<file path="src/rtl/int_ctrl.sv">
// -----------------------------------------------------------------------------
// int_ctrl -- multi-channel interrupt controller
//
// Takes NUM_CH interrupt lines and gives the control unit one request at a
// time, together with the address of the vector slot to jump to. Requests are
// rising-edge detected and latched as pending. A software mask selects which
// pending channels may be requested, and channel 0 has the highest priority.
// Once the control unit acknowledges a request, no new request is raised
// until the handler's RTI retires.
//
// Build option:
//   INT_LEVEL_EN  defined   -> level-sensitive mode. pending follows irq_in
//                              every cycle, and ack does not clear it.
//                 undefined -> edge-latched mode (default).
//
// Ports:
//   clk         in   1        system clock, rising edge
//   rst         in   1        synchronous, active-high reset
//   irq_in      in   NUM_CH   raw request lines (already synchronous to clk)
//   mask_we     in   1        load mask_wdata into the mask this cycle
//   mask_wdata  in   NUM_CH   new mask value, 1 = channel enabled
//   int_ack     in   1        control unit has injected the interrupt
//   rti         in   1        RTI instruction retired
//   int_req     out  1        interrupt request to the control unit
//   int_vec     out  ADDR_W   vector slot address, VEC_BASE + int_ch
//   int_ch      out  CH_W     channel being requested or serviced
//   pending     out  NUM_CH   pending register (shown regardless of mask)
//   mask_out    out  NUM_CH   current mask
//   busy        out  1        handler in progress (SERVICE state)
// -----------------------------------------------------------------------------
module int_ctrl #(
    parameter  int NUM_CH   = 4,
    parameter  int ADDR_W   = 8,
    parameter  int VEC_BASE = 1,
    localparam int CH_W     = (NUM_CH > 1) ? $clog2(NUM_CH) : 1
) (
    input  logic              clk,
    input  logic              rst,
    input  logic [NUM_CH-1:0] irq_in,
    input  logic              mask_we,
    input  logic [NUM_CH-1:0] mask_wdata,
    input  logic              int_ack,
    input  logic              rti,
    output logic              int_req,
    output logic [ADDR_W-1:0] int_vec,
    output logic [CH_W-1:0]   int_ch,
    output logic [NUM_CH-1:0] pending,
    output logic [NUM_CH-1:0] mask_out,
    output logic              busy
);

    localparam logic [1:0] ST_IDLE    = 2'd0;
    localparam logic [1:0] ST_REQ     = 2'd1;
    localparam logic [1:0] ST_SERVICE = 2'd2;

    // The vector address is computed at least 32 bits wide and then truncated
    // to ADDR_W, so VEC_BASE + NUM_CH - 1 wraps the way the PC would.
    localparam int SUM_W = (ADDR_W > 32) ? ADDR_W : 32;

    logic [1:0]        state;
    logic [NUM_CH-1:0] pending_r;
    logic [NUM_CH-1:0] pending_nxt;
    logic [NUM_CH-1:0] mask_r;
    logic [NUM_CH-1:0] eligible;
    logic [CH_W-1:0]   int_ch_r;
    logic [ADDR_W-1:0] int_vec_r;
    logic              int_req_r;
    logic              busy_r;
    logic [CH_W-1:0]   win_ch;
    logic              win_any;

    function automatic logic [ADDR_W-1:0] vec_of(input logic [CH_W-1:0] ch);
        logic [SUM_W-1:0] sum;
        sum = SUM_W'(VEC_BASE) + SUM_W'(ch);
        return sum[ADDR_W-1:0];
    endfunction

    // -------------------------------------------------------------------------
    // Pending register update
    // -------------------------------------------------------------------------
`ifdef INT_LEVEL_EN
    // Level mode: pending is the sampled line. A handler must drop its source
    // before RTI, otherwise the channel is requested again.
    always_comb begin
        pending_nxt = irq_in;
    end
`else
    logic [NUM_CH-1:0] irq_prev;
    logic [NUM_CH-1:0] rise;
    logic [NUM_CH-1:0] clr;

    always_comb begin
        // NOTE: every signal assigned in an always_comb gets a default value
        // first. A path that leaves a signal unassigned infers a latch.
        clr = '0;
        if (state == ST_REQ && int_ack) begin
            for (int i = 0; i < NUM_CH; i++) begin
                clr[i] = (int_ch_r == CH_W'(i));
            end
        end
        rise        = irq_in & ~irq_prev;
        // The set is applied after the clear. A new edge that arrives in the
        // same cycle as its ack is still kept.
        pending_nxt = (pending_r & ~clr) | rise;
    end

    always_ff @(posedge clk) begin
        if (rst) irq_prev <= '0;
        else     irq_prev <= irq_in;
    end
`endif

    // -------------------------------------------------------------------------
    // Fixed-priority arbitration over the eligible set (lowest index wins).
    // This uses the registered mask, so a mask write takes effect one cycle
    // after it is made.
    // -------------------------------------------------------------------------
    assign eligible = pending_r & mask_r;

    always_comb begin
        win_ch  = '0;
        win_any = |eligible;
        // Scan downward so that the last hit, which is the lowest index, wins.
        for (int i = NUM_CH - 1; i >= 0; i--) begin
            if (eligible[i]) win_ch = CH_W'(i);
        end
    end

    // -------------------------------------------------------------------------
    // Pending and mask registers
    // -------------------------------------------------------------------------
    always_ff @(posedge clk) begin
        // NOTE: sequential state uses non-blocking assignments. All registers
        // then update together from values sampled before the edge, so the
        // order of the statements does not matter.
        if (rst) begin
            pending_r <= '0;
            mask_r    <= '1;
        end else begin
            pending_r <= pending_nxt;
            if (mask_we) mask_r <= mask_wdata;
        end
    end

    // -------------------------------------------------------------------------
    // Request / service FSM. int_ch and int_vec are latched only on the
    // IDLE -> REQ transition. A later mask write or a higher-priority edge
    // therefore cannot change or withdraw a request that is already raised.
    // -------------------------------------------------------------------------
    always_ff @(posedge clk) begin
        if (rst) begin
            state     <= ST_IDLE;
            int_req_r <= 1'b0;
            busy_r    <= 1'b0;
            int_ch_r  <= '0;
            int_vec_r <= vec_of('0);
        end else begin
            case (state)
                ST_IDLE: begin
                    if (win_any) begin
                        state     <= ST_REQ;
                        int_req_r <= 1'b1;
                        int_ch_r  <= win_ch;
                        int_vec_r <= vec_of(win_ch);
                    end
                end
                ST_REQ: begin
                    if (int_ack) begin
                        state     <= ST_SERVICE;
                        int_req_r <= 1'b0;
                        busy_r    <= 1'b1;
                    end
                end
                ST_SERVICE: begin
                    if (rti) begin
                        state  <= ST_IDLE;
                        busy_r <= 1'b0;
                    end
                end
                default: begin
                    state     <= ST_IDLE;
                    int_req_r <= 1'b0;
                    busy_r    <= 1'b0;
                end
            endcase
        end
    end

    assign int_req  = int_req_r;
    assign int_vec  = int_vec_r;
    assign int_ch   = int_ch_r;
    assign pending  = pending_r;
    assign mask_out = mask_r;
    assign busy     = busy_r;

endmodule

</file>
<file path="config.mk">
export PLATFORM = sky130hd
export DESIGN_NAME = int_ctrl
export DESIGN_NICKNAME = d
export VERILOG_FILES = /design/src/rtl/int_ctrl.sv
export SDC_FILE = /design/constraint.sdc
export NUM_CORES = 1
export LEC_CHECK = 0
export CAP_MARGIN = 0
export CORE_AREA = 2 2 56 58
export CTS_BUF_LIST = sky130_fd_sc_hd__clkbuf_16
export DETAILED_ROUTE_END_ITERATION = 16
export DIE_AREA = 0 0 58 60
export GPL_ROUTABILITY_DRIVEN = 0
export SETUP_SLACK_MARGIN = 0.3
export SLEW_MARGIN = 20
export SYNTH_ARGS = -nofsm -noshare
export SYNTH_HDL_FRONTEND = slang
export SYNTH_SLANG_ARGS = --single-unit
</file>
<file path="constraint.sdc">
create_clock -name clk -period 1.6 [get_ports clk]
set_clock_uncertainty 0.15 [all_clocks]
set_input_delay 0.16 -clock clk [delete_from_list [all_inputs] [get_ports clk]]
set_output_delay 0.16 -clock clk [all_outputs]
set_load 0.01 [all_outputs]
</file>
After elaboration in Yosys (flattened, before gate mapping)
Index checks and enable logic that the tools add are counted.
{ "totals": {"reg_bits": 26, "in_bits": 13, "output_inout_bits": 20} }
{ "op_classes": {"addsub": 1, "n_eq_ne": 8, "mux": 15, "bitwise_logic": 8, "reduce_logical": 8} }
{ "ops": {"columns": ["op", "n"], "rows": [
  ["$mux 2", 7],
  ["$and 4x4->4", 3],
  ["$reduce_and 3->1", 3],
  ["$not 4->4", 2],
  ["$eq 2x2->1 const B", 3],
  ["$ne 2x2->1 const B", 3],
  ["$pmux 1 s3", 2],
  ["$pmux 2 s3", 1],
  ["$eq 2x1->1 const B", 2],
  ["$logic_not 2->1", 2],
  ["$mux 1", 4],
  ["$mux 4", 1],
  ["$or 4x4->4", 1],
  ["$reduce_or 4->1", 1],
  ["$add 1x2->3 const A", 1],
  ["$not 1->1", 2],
  ["$reduce_and 2->1", 1],
  ["$logic_and 1x1->1", 1]
]} }

Longest topological paths before layout
Gate-level depths: netlist of run 1.
{ "logic_depth": {"depth_word": 6, "depth_mapped": 6} }

Worst setup path after synthesis of run 1
OpenSTA, ideal clock, no wires.
{ "synth_timing": {"kind": "reg-to-reg", "start": "register pending_r[2], in the netlist pending[2]", "end": "register int_vec_r[1], in the netlist int_vec[1]", "setup_ns": 0.128, "arrival_time_ns": 1.282, "slack_ns": 0.040, "path_stages_with_launch": 7, "cell_sequence": "dfxtp_1 nand2_1 a32o_1 a21boi_0 ha_1 mux2i_1 nor2_1"} }
{ "synth_via": {"elab_chain_len": 5, "elab_cells_between_ends": 7, "classes_between": "1 x add/sub; 3 x mux; 1 x bitwise; 2 x reduce/logical"} }
{ "synth_rtl": {"columns": ["element", "line_no", "source"], "rows": [
  ["start: declaration", "61", "logic [NUM_CH-1:0] pending_r;"],
  ["start signal: assignment", "140", "pending_r <= pending_nxt;"],
  ["$and 4x4->4", "118", "assign eligible = pending_r & mask_r;"],
  ["$mux 2 (3 in series)", "125", "if (eligible[i]) win_ch = CH_W'(i);"],
  ["via win_ch[0]", "69", "logic [CH_W-1:0] win_ch;"],
  ["$add 1x2->3", "74", "sum = SUM_W'(VEC_BASE) + SUM_W'(ch);"],
  ["end signal: assignment", "156", "int_vec_r <= vec_of('0);"],
  ["end signal: assignment", "164", "int_vec_r <= vec_of(win_ch);"],
  ["end: declaration", "66", "logic [ADDR_W-1:0] int_vec_r;"]
]} }
The timed path passes the listed nets, and every way through them passes these cells.
A chain may end at the register's enable or synchronous reset.

Worst setup path after layout of run 1
{ "layout_timing": {"start": "register pending_r[1], in the netlist pending[1]", "end": "register int_vec_r[1], in the netlist int_vec[1]"} }
{ "layout_via": {"elab_chain_len": 4, "elab_cells_between_ends": 6, "classes_between": "1 x add/sub; 2 x mux; 1 x bitwise; 2 x reduce/logical"} }
{ "layout_rtl": {"columns": ["element", "line_no"], "rows": [
  ["$and 4x4->4", "118"],
  ["$mux 2 (2 in series)", "125"],
  ["via win_ch[1]", "69"],
  ["$add 1x2->3", "74"]
]} }
The timed path passes the listed nets, and every way through them passes these cells.

==> results of run 1 <==
-- cell usage in the layout (no fill, tap or decap) --
| master | count |
|---|---|
| or3_4 | 1 |
| a211oi_1 | 1 |
| a21oi_2 | 1 |
| mux2i_1 | 2 |
| dlymetal6s2s_1 | 1 |
| dfxtp_4 | 2 |
| o21ai_1 | 1 |
| ha_2 | 1 |
| buf_4 | 10 |
| o21a_4 | 1 |
| o31a_1 | 1 |
| a22o_1 | 2 |
| clkbuf_2 | 1 |
| o31ai_1 | 4 |
| nand3b_4 | 1 |
| a21oi_1 | 9 |
| nor2_1 | 6 |
| clkbuf_16 | 3 |
| dlygate4sd2_1 | 12 |
| conb_1 | 5 |
| o21ai_0 | 2 |
| nand2b_1 | 3 |
| dfxtp_1 | 10 |
| nor2b_1 | 10 |
| a21boi_1 | 1 |
| nand3_1 | 1 |
| a32o_2 | 1 |
| a211o_1 | 4 |
| clkdlybuf4s50_1 | 11 |
| dfxtp_2 | 9 |
| inv_1 | 3 |
| clkdlybuf4s15_1 | 2 |
| nand2_1 | 5 |
-- worst paths after layout --
| check | depth (start not counted) | slack [ns] | end |
|---|---|---|---|
| max | 5 | 0.10 | int_vec[1]$_SDFFE_PP0P_ |
| max reg2reg | 5 | 0.10 | int_vec[1]$_SDFFE_PP0P_ |
| min | 4 | 0.26 | state[0]$_SDFFE_PP0P_ |
| min reg2reg | 2 | 0.30 | busy$_SDFFE_PP0P_ |
-- sequential cells by signal, summed over array words and instances (netlist names) --
name and flops:
int_req 1, pending 4, int_ch 2, state 2, busy 1, int_vec 3
mask_out 4, irq_prev 4
-- cell families after synthesis --
| logic type | Yosys count |
|---|---|
| AND/OR/NAND/NOR | 27 |
| flip-flops | 21 |
| other | 1 |
| adder cells (fa/ha/maj) | 1 |
| AO/OA/AOI/OAI | 28 |
| multiplexers | 2 |
| buffers and inverters | 9 |
-- Yosys cell counts --
cell type	number
dfxtp_1	21
a21oi_1	10
nor2b_1	10
nor2_1	6
buf_4	5
nand2_1	5
a211o_1	4
o31ai_1	4
nand2b_1	3
o21ai_0	3
a22o_1	2
clkbuf_1	2
inv_1	2
mux2i_1	2
a211oi_1	1
a21boi_0	1
a32o_1	1
conb_1	1
ha_1	1
nand3_1	1
nand3b_4	1
o21a_2	1
o31a_1	1
or3_1	1
-- stage by stage --
step | setup slack (ns) | instance area [µm²] | hold WS [ns] | util, %
5_1_grt | 0.0598 | 1310 | 0.288 | 45.1
2_1_floorplan | 0.156 | 871 | 0.128 | -
4_1_cts | 0.101 | 1260 | 0.263 | 43.3
3_3_place_gp | 0.0525 | 1170 | 0.302 | 40.2
6_report | 0.103 | 1310 | 0.259 | 45.1
3_5_place_dp | 0.0127 | 1170 | 0.298 | 40.2
-- cell type report --
type                    instances  area share (%)
repair buffers                 37            25.0
multi-input cells              63            31.6
flip-flops and latches         21            33.6
inverters                       2           0.574
clock buffers                   3            5.74
well taps                      33            3.15
clock inverters                 1           0.287
-- metal layers --
layer	GRT usage (%)	wire length (µm)	vias up	part of all wire [%]
met5	0	0	-	0
met3	3.90	145	2	7.0
met4	4.98	28	0	1.3
met2	19.6	1020	27	49
met1	15.0	888	347	43
li1	-	-	378	-
-- worst max-delay path: stages (launching register included) --
cell	delay [ns]
dfxtp_2	0.33
a22o_1	0.26
nor2b_1	0.17
ha_2	0.30
mux2i_1	0.13
nor2_1	0.05
-- power breakdown --
part / internal (mW) / switching, mW / total [mW]
clock network: 0.333 / 0.189 / 0.522
logic: 0.152 / 0.125 / 0.277
registers: 0.574 / 0.0418 / 0.616
-- timing repair --
item                       CTS  global route
resized for setup           21            16
setup endpoints to repair   20            13
pin swaps                    1             4
buffers inserted             2             4
hold buffers                 0             0
cloned                       0             0
==> results.py, run 1 <==
metrics = {
    "outcome": {
        "status": "complete, no violations",
    },
    "place": {
        "io_buffer_count": 27,
        "placedCellCount": 150,
        "hpwl_mm": 1.41,
    },
    "worst_setup_path": {
        "worstSetupPathType": "register to register",
        "regToRegStartpoint": "pending[1]$_SDFF_PP0_",
        "crit_arrival_ns": 1.49,
        "worst_setup_path_end_kind": "register",
        "cp_max_fo": 4,
        "startpoint_type": "register",
        "cp.required_ns": 1.59,
        "crit_start": "pending[1]$_SDFF_PP0_",
    },
    "drt": {
        "dr.pass1.iters": 4,
        "drt_iter0_drc": 4,
        "vias": 754,
        "via_per_inst": 4.71,
        "wire_per_inst_um": 13.0,
        "ant_nets": 0,
        "routed_wl_mm": 2.08,
        "remaining_drc_errors": 0,
    },
    "clock_tree": {
        "numCtsBuffers": 3,
        "clock-sinks": 21,
        "clkTransAtPathRegs_ns": 0.06,
        "clk_path_buf_depth": 2,
        "clkLatencyLatePin_ns": 0.25,
        "cts_tree": "built",
        "root_buffer": "clkbuf_16",
        "h-tree-depth": 1,
    },
    "power": {
        "power.leakage_nw": 0.573,
        "total_power_mw": 1.42,
        "ir_drop_v": 0.000579,
        "p_per_area_nw_per_um2": 1080,
    },
    "sta": {
        "timing.final.crit_period_ns": 1.50,
        "setup_viol": 0,
        "grt_setup_unrepaired": "yes",
        "setup-tns-final_ns": 0,
        "hold_violations": 0,
        "max_freq_ghz": 0.668,
        "drv_slew": 0,
        "layout_worst_path_cycle_share_pct": 93.5,
    },
    "floorplanning": {
        "ioPinCount": 33,
        "die_x_um": 58,
        "start_util_pct": 29.4,
        "core_um2": 2900,
        "dieArea_um2": 3480,
        "rows": 20,
        "chipHeight_um": 60,
    },
    "layout": {
        "seqCellArea_um2": 439,
        "drive_gt1_share_pct": 24.4,
        "multi_input_area_um2": 414,
        "nFillCells": 287,
        "syn2layout_area_growth_pct": 53.4,
        "antennaDiodeCount": 0,
        "final_nets": 142,
        "finalNonFillerCells": 160,
    },
    "global_route": {
        "grt_overflow": 0,
        "grt_pass1_wl_mm": 3.20,
        "antenna_found_initial": 0,
        "grt_max_degree": 16,
        "track_usage_pct": 12.2,
        "grt_pass1_vias": 735,
    },
    "synthesis": {
        "yosys.area_share.simple_pct": 18.0,
        "syn_area_um2": 853,
        "ys_ff_latch": 21,
        "syn_area_per_cell_um2": 9.59,
        "synth_compound_area_share_pct": 22.3,
        "synth-xor-area-share_pct": 0,
        "synth_top_family_by_area": "compound AO/OA/AOI/OAI gates",
        "synthMuxAreaShare_pct": 2.35,
        "synth_area_leaders": "dfxtp_1 49%, nor2b_1 7.3%, a21oi_1 5.9%",
        "yosysWarnings": 0,
        "synth_fa_ha_area_share_pct": 1.47,
        "yosysSeqAreaShare_pct": 49.3,
        "ys_types": 24,
        "yosysTopAreaCellShare_pct": 49.3,
        "synth_top_cell_by_area": "dfxtp_1",
        "syn-instance-count": 89,
    },
    "hold_path": {
        "hp-start": "int_ack",
        "hold_path.class": "input port to register",
    },
    "run": {
        "maxCapViolations": 0,
    },
}
Note: power is estimated with default switching activity, not from simulation.
==> inputs of run 2 (changes only) <==
CORE_AREA = 2 2 49 51   (was 2 2 56 58)
DIE_AREA = 0 0 51 53   (was 0 0 58 60)
PLACE_DENSITY = 0.69   (was not set)
==> run 2 against run 1 <==
Compared with the run above:
- clock power down 2%
- design area up 0.67%
- core utilization up 16 points
- first-iteration DRC count up 75%
- critical path type unchanged
- largest cell class is now multi-input gates
==> results.py, run 2 (same netlist as run 1, synthesis figures left out) <==
metrics = {
    "drt": {
        "remaining_drc_errors": 0,
        "ant_nets": 0,
        "drt_iter0_drc": 7,
        "routed_wl_mm": 1.85,
        "dr.pass1.iters": 4,
        "vias": 735,
        "wire_per_inst_um": 12.3,
        "via_per_inst": 4.87,
    },
    "hold_path": {
        "hold_path.class": "input port to register",
    },
    "power": {
        "power.leakage_nw": 0.580,
        "p_sw_share_pct": 24.7,
        "ir_drop_v": 0.000799,
        "p_comb_share_pct": 20.0,
        "p_sw_mw": 0.350,
        "pwr-share-seq_pct": 43.8,
        "p_int_mw": 1.06,
        "clkPwrFrac_pct": 36.3,
        "total_power_mw": 1.41,
        "p_per_area_nw_per_um2": 1070,
    },
    "clock_tree": {
        "h-tree-depth": 1,
        "root_buffer": "clkbuf_16",
        "cts_hold_buf": 0,
        "clkLatencyLatePin_ns": 0.25,
        "clk_path_buf_depth": 2,
        "clock-sinks": 21,
        "numCtsBuffers": 3,
        "cts_tree": "built",
        "clkTransAtPathRegs_ns": 0.06,
    },
    "worst_setup_path": {
        "cp_slowest_cell": "dfxtp_4",
        "r2r_slack_ns": 0.13,
        "endpoint": "int_vec[1]$_SDFFE_PP0P_",
        "crit_start": "pending[2]$_SDFF_PP0_",
        "reg2reg_depth": 6,
        "reg2reg_to": "int_vec[1]$_SDFFE_PP0P_",
        "crit_chain": "nand2_2 -> a32o_2 -> a21boi_4 -> ha_4 -> mux2i_1 -> nor2_1",
        "crit_arrival_ns": 1.46,
        "worstSetupPathType": "register to register",
        "cp.required_ns": 1.59,
        "slowest_delay_ns": 0.36,
        "cp_max_fo": 4,
        "startpoint_type": "register",
        "regToRegStartpoint": "pending[2]$_SDFF_PP0_",
        "worst_setup_path_end_kind": "register",
    },
    "sta": {
        "drv_slew": 0,
        "setup-tns-final_ns": 0,
        "fin_hold_ws_ns": 0.143,
        "timing.final.crit_period_ns": 1.47,
        "layout_worst_path_cycle_share_pct": 92.0,
        "setup_viol": 0,
        "max_freq_ghz": 0.679,
        "grt_setup_unrepaired": "yes",
        "hold_violations": 0,
    },
    "global_route": {
        "grt_pass1_vias": 712,
        "antenna_found_initial": 0,
        "grt_pass1_wl_mm": 2.97,
        "grt_max_degree": 13,
        "grt_overflow": 0,
        "track_usage_pct": 14.3,
    },
    "layout": {
        "antennaDiodeCount": 0,
        "final_util_pct": 61.3,
        "mostFrequentLayoutCells": "14 x dlygate4sd2_1, 11 x dfxtp_1, 11 x clkdlybuf4s50_1",
        "syn2layout_area_growth_pct": 54.4,
        "drive_gt1_share_pct": 26.0,
        "mostFrequentLayoutCell": "dlygate4sd2_1",
        "nFillCells": 202,
        "final_nets": 138,
    },
    "floorplanning": {
        "ioPinCount": 33,
        "core_um2": 2150,
        "chipHeight_um": 53,
        "die_x_um": 51,
        "dieArea_um2": 2700,
        "rows": 17,
        "start_util_pct": 39.7,
    },
    "place": {
        "hpwl_mm": 1.25,
        "io_buffer_count": 27,
    },
    "run": {
        "maxCapViolations": 0,
    },
    "outcome": {
        "status": "complete, no violations",
    },
}
run 2: cell type report:
class | instances | area, µm² | share of cell area (%)
clock inverters | 1 | 5.00 | 0.380
well taps | 28 | 35.0 | 2.66
repair buffers | 33 | 303 | 23.0
multi-input cells | 63 | 457 | 34.7
flip-flops and latches | 21 | 435 | 33.0
clock buffers | 3 | 75.1 | 5.70
inverters | 2 | 7.51 | 0.570
run 2: repair_timing:
item,4_1_cts,5_1_grt
setup endpoints to repair,20,12
gates resized for setup,16,22
pin swaps,1,6
buffers inserted,0,2
gates cloned,0,0
hold endpoints to repair,0,0
run 2: worst max-delay path, delay by kind of cell (launching register included):
| kind | cells | cell delay [ns] |
|---|---|---|
| mux | 1 | 0.12 |
| simple gates | 2 | 0.11 |
| fa+ha+maj | 1 | 0.21 |
| compound gates | 2 | 0.42 |
| flops | 1 | 0.36 |
run 2: worst min-delay path by stage:
stage / startpoint / endpoint / slack, ns / depth (start not counted)
after CTS: int_req$_SDFFE_PP0P_ / int_req$_SDFFE_PP0P_ / 0.31 / 2
after detailed placement: int_req$_SDFFE_PP0P_ / int_req$_SDFFE_PP0P_ / 0.31 / 2
final: int_ack / state[0]$_SDFFE_PP0P_ / 0.14 / 4
after global routing: int_ack / state[0]$_SDFFE_PP0P_ / 0.19 / 4
after global placement: int_req$_SDFFE_PP0P_ / int_req$_SDFFE_PP0P_ / 0.30 / 2
after floorplan: mask_we / mask_out[2]$_SDFFE_PP1P_ / 0.13 / 1
run 2: routing by layer:
layer	part of all wire, %	GRT usage (%)	wire (µm)	vias up
met1	46	17.9	853	333
met3	6.0	3.11	112	0
met2	48	25.3	888	30
li1	-	-	-	372
met5	0	0	0	-
met4	0	2.70	0	0
run 2: stage by stage:
stage | std cells | cell area [µm²] | setup slack (ns)
2_1_floorplan | 93 | 871 | 0.156
3_3_place_gp | 145 | 1160 | 0.0607
3_5_place_dp | 145 | 1160 | 0.0479
4_1_cts | 149 | 1230 | 0.121
5_1_grt | 151 | 1320 | 0.0683
6_report | 151 | 1320 | 0.127
run 2: power groups by stage:
| stage | Clock, mW | Combinational (mW) | Sequential [mW] |
|---|---|---|---|
| 2_1_floorplan | 0 | 0.127 | 0.631 |
| 3_3_place_gp | 0 | 0.262 | 0.621 |
| 3_5_place_dp | 0 | 0.265 | 0.621 |
| 4_1_cts | 0.526 | 0.248 | 0.610 |
| 5_1_grt | 0.547 | 0.314 | 0.626 |
| 6_report | 0.513 | 0.282 | 0.619 |
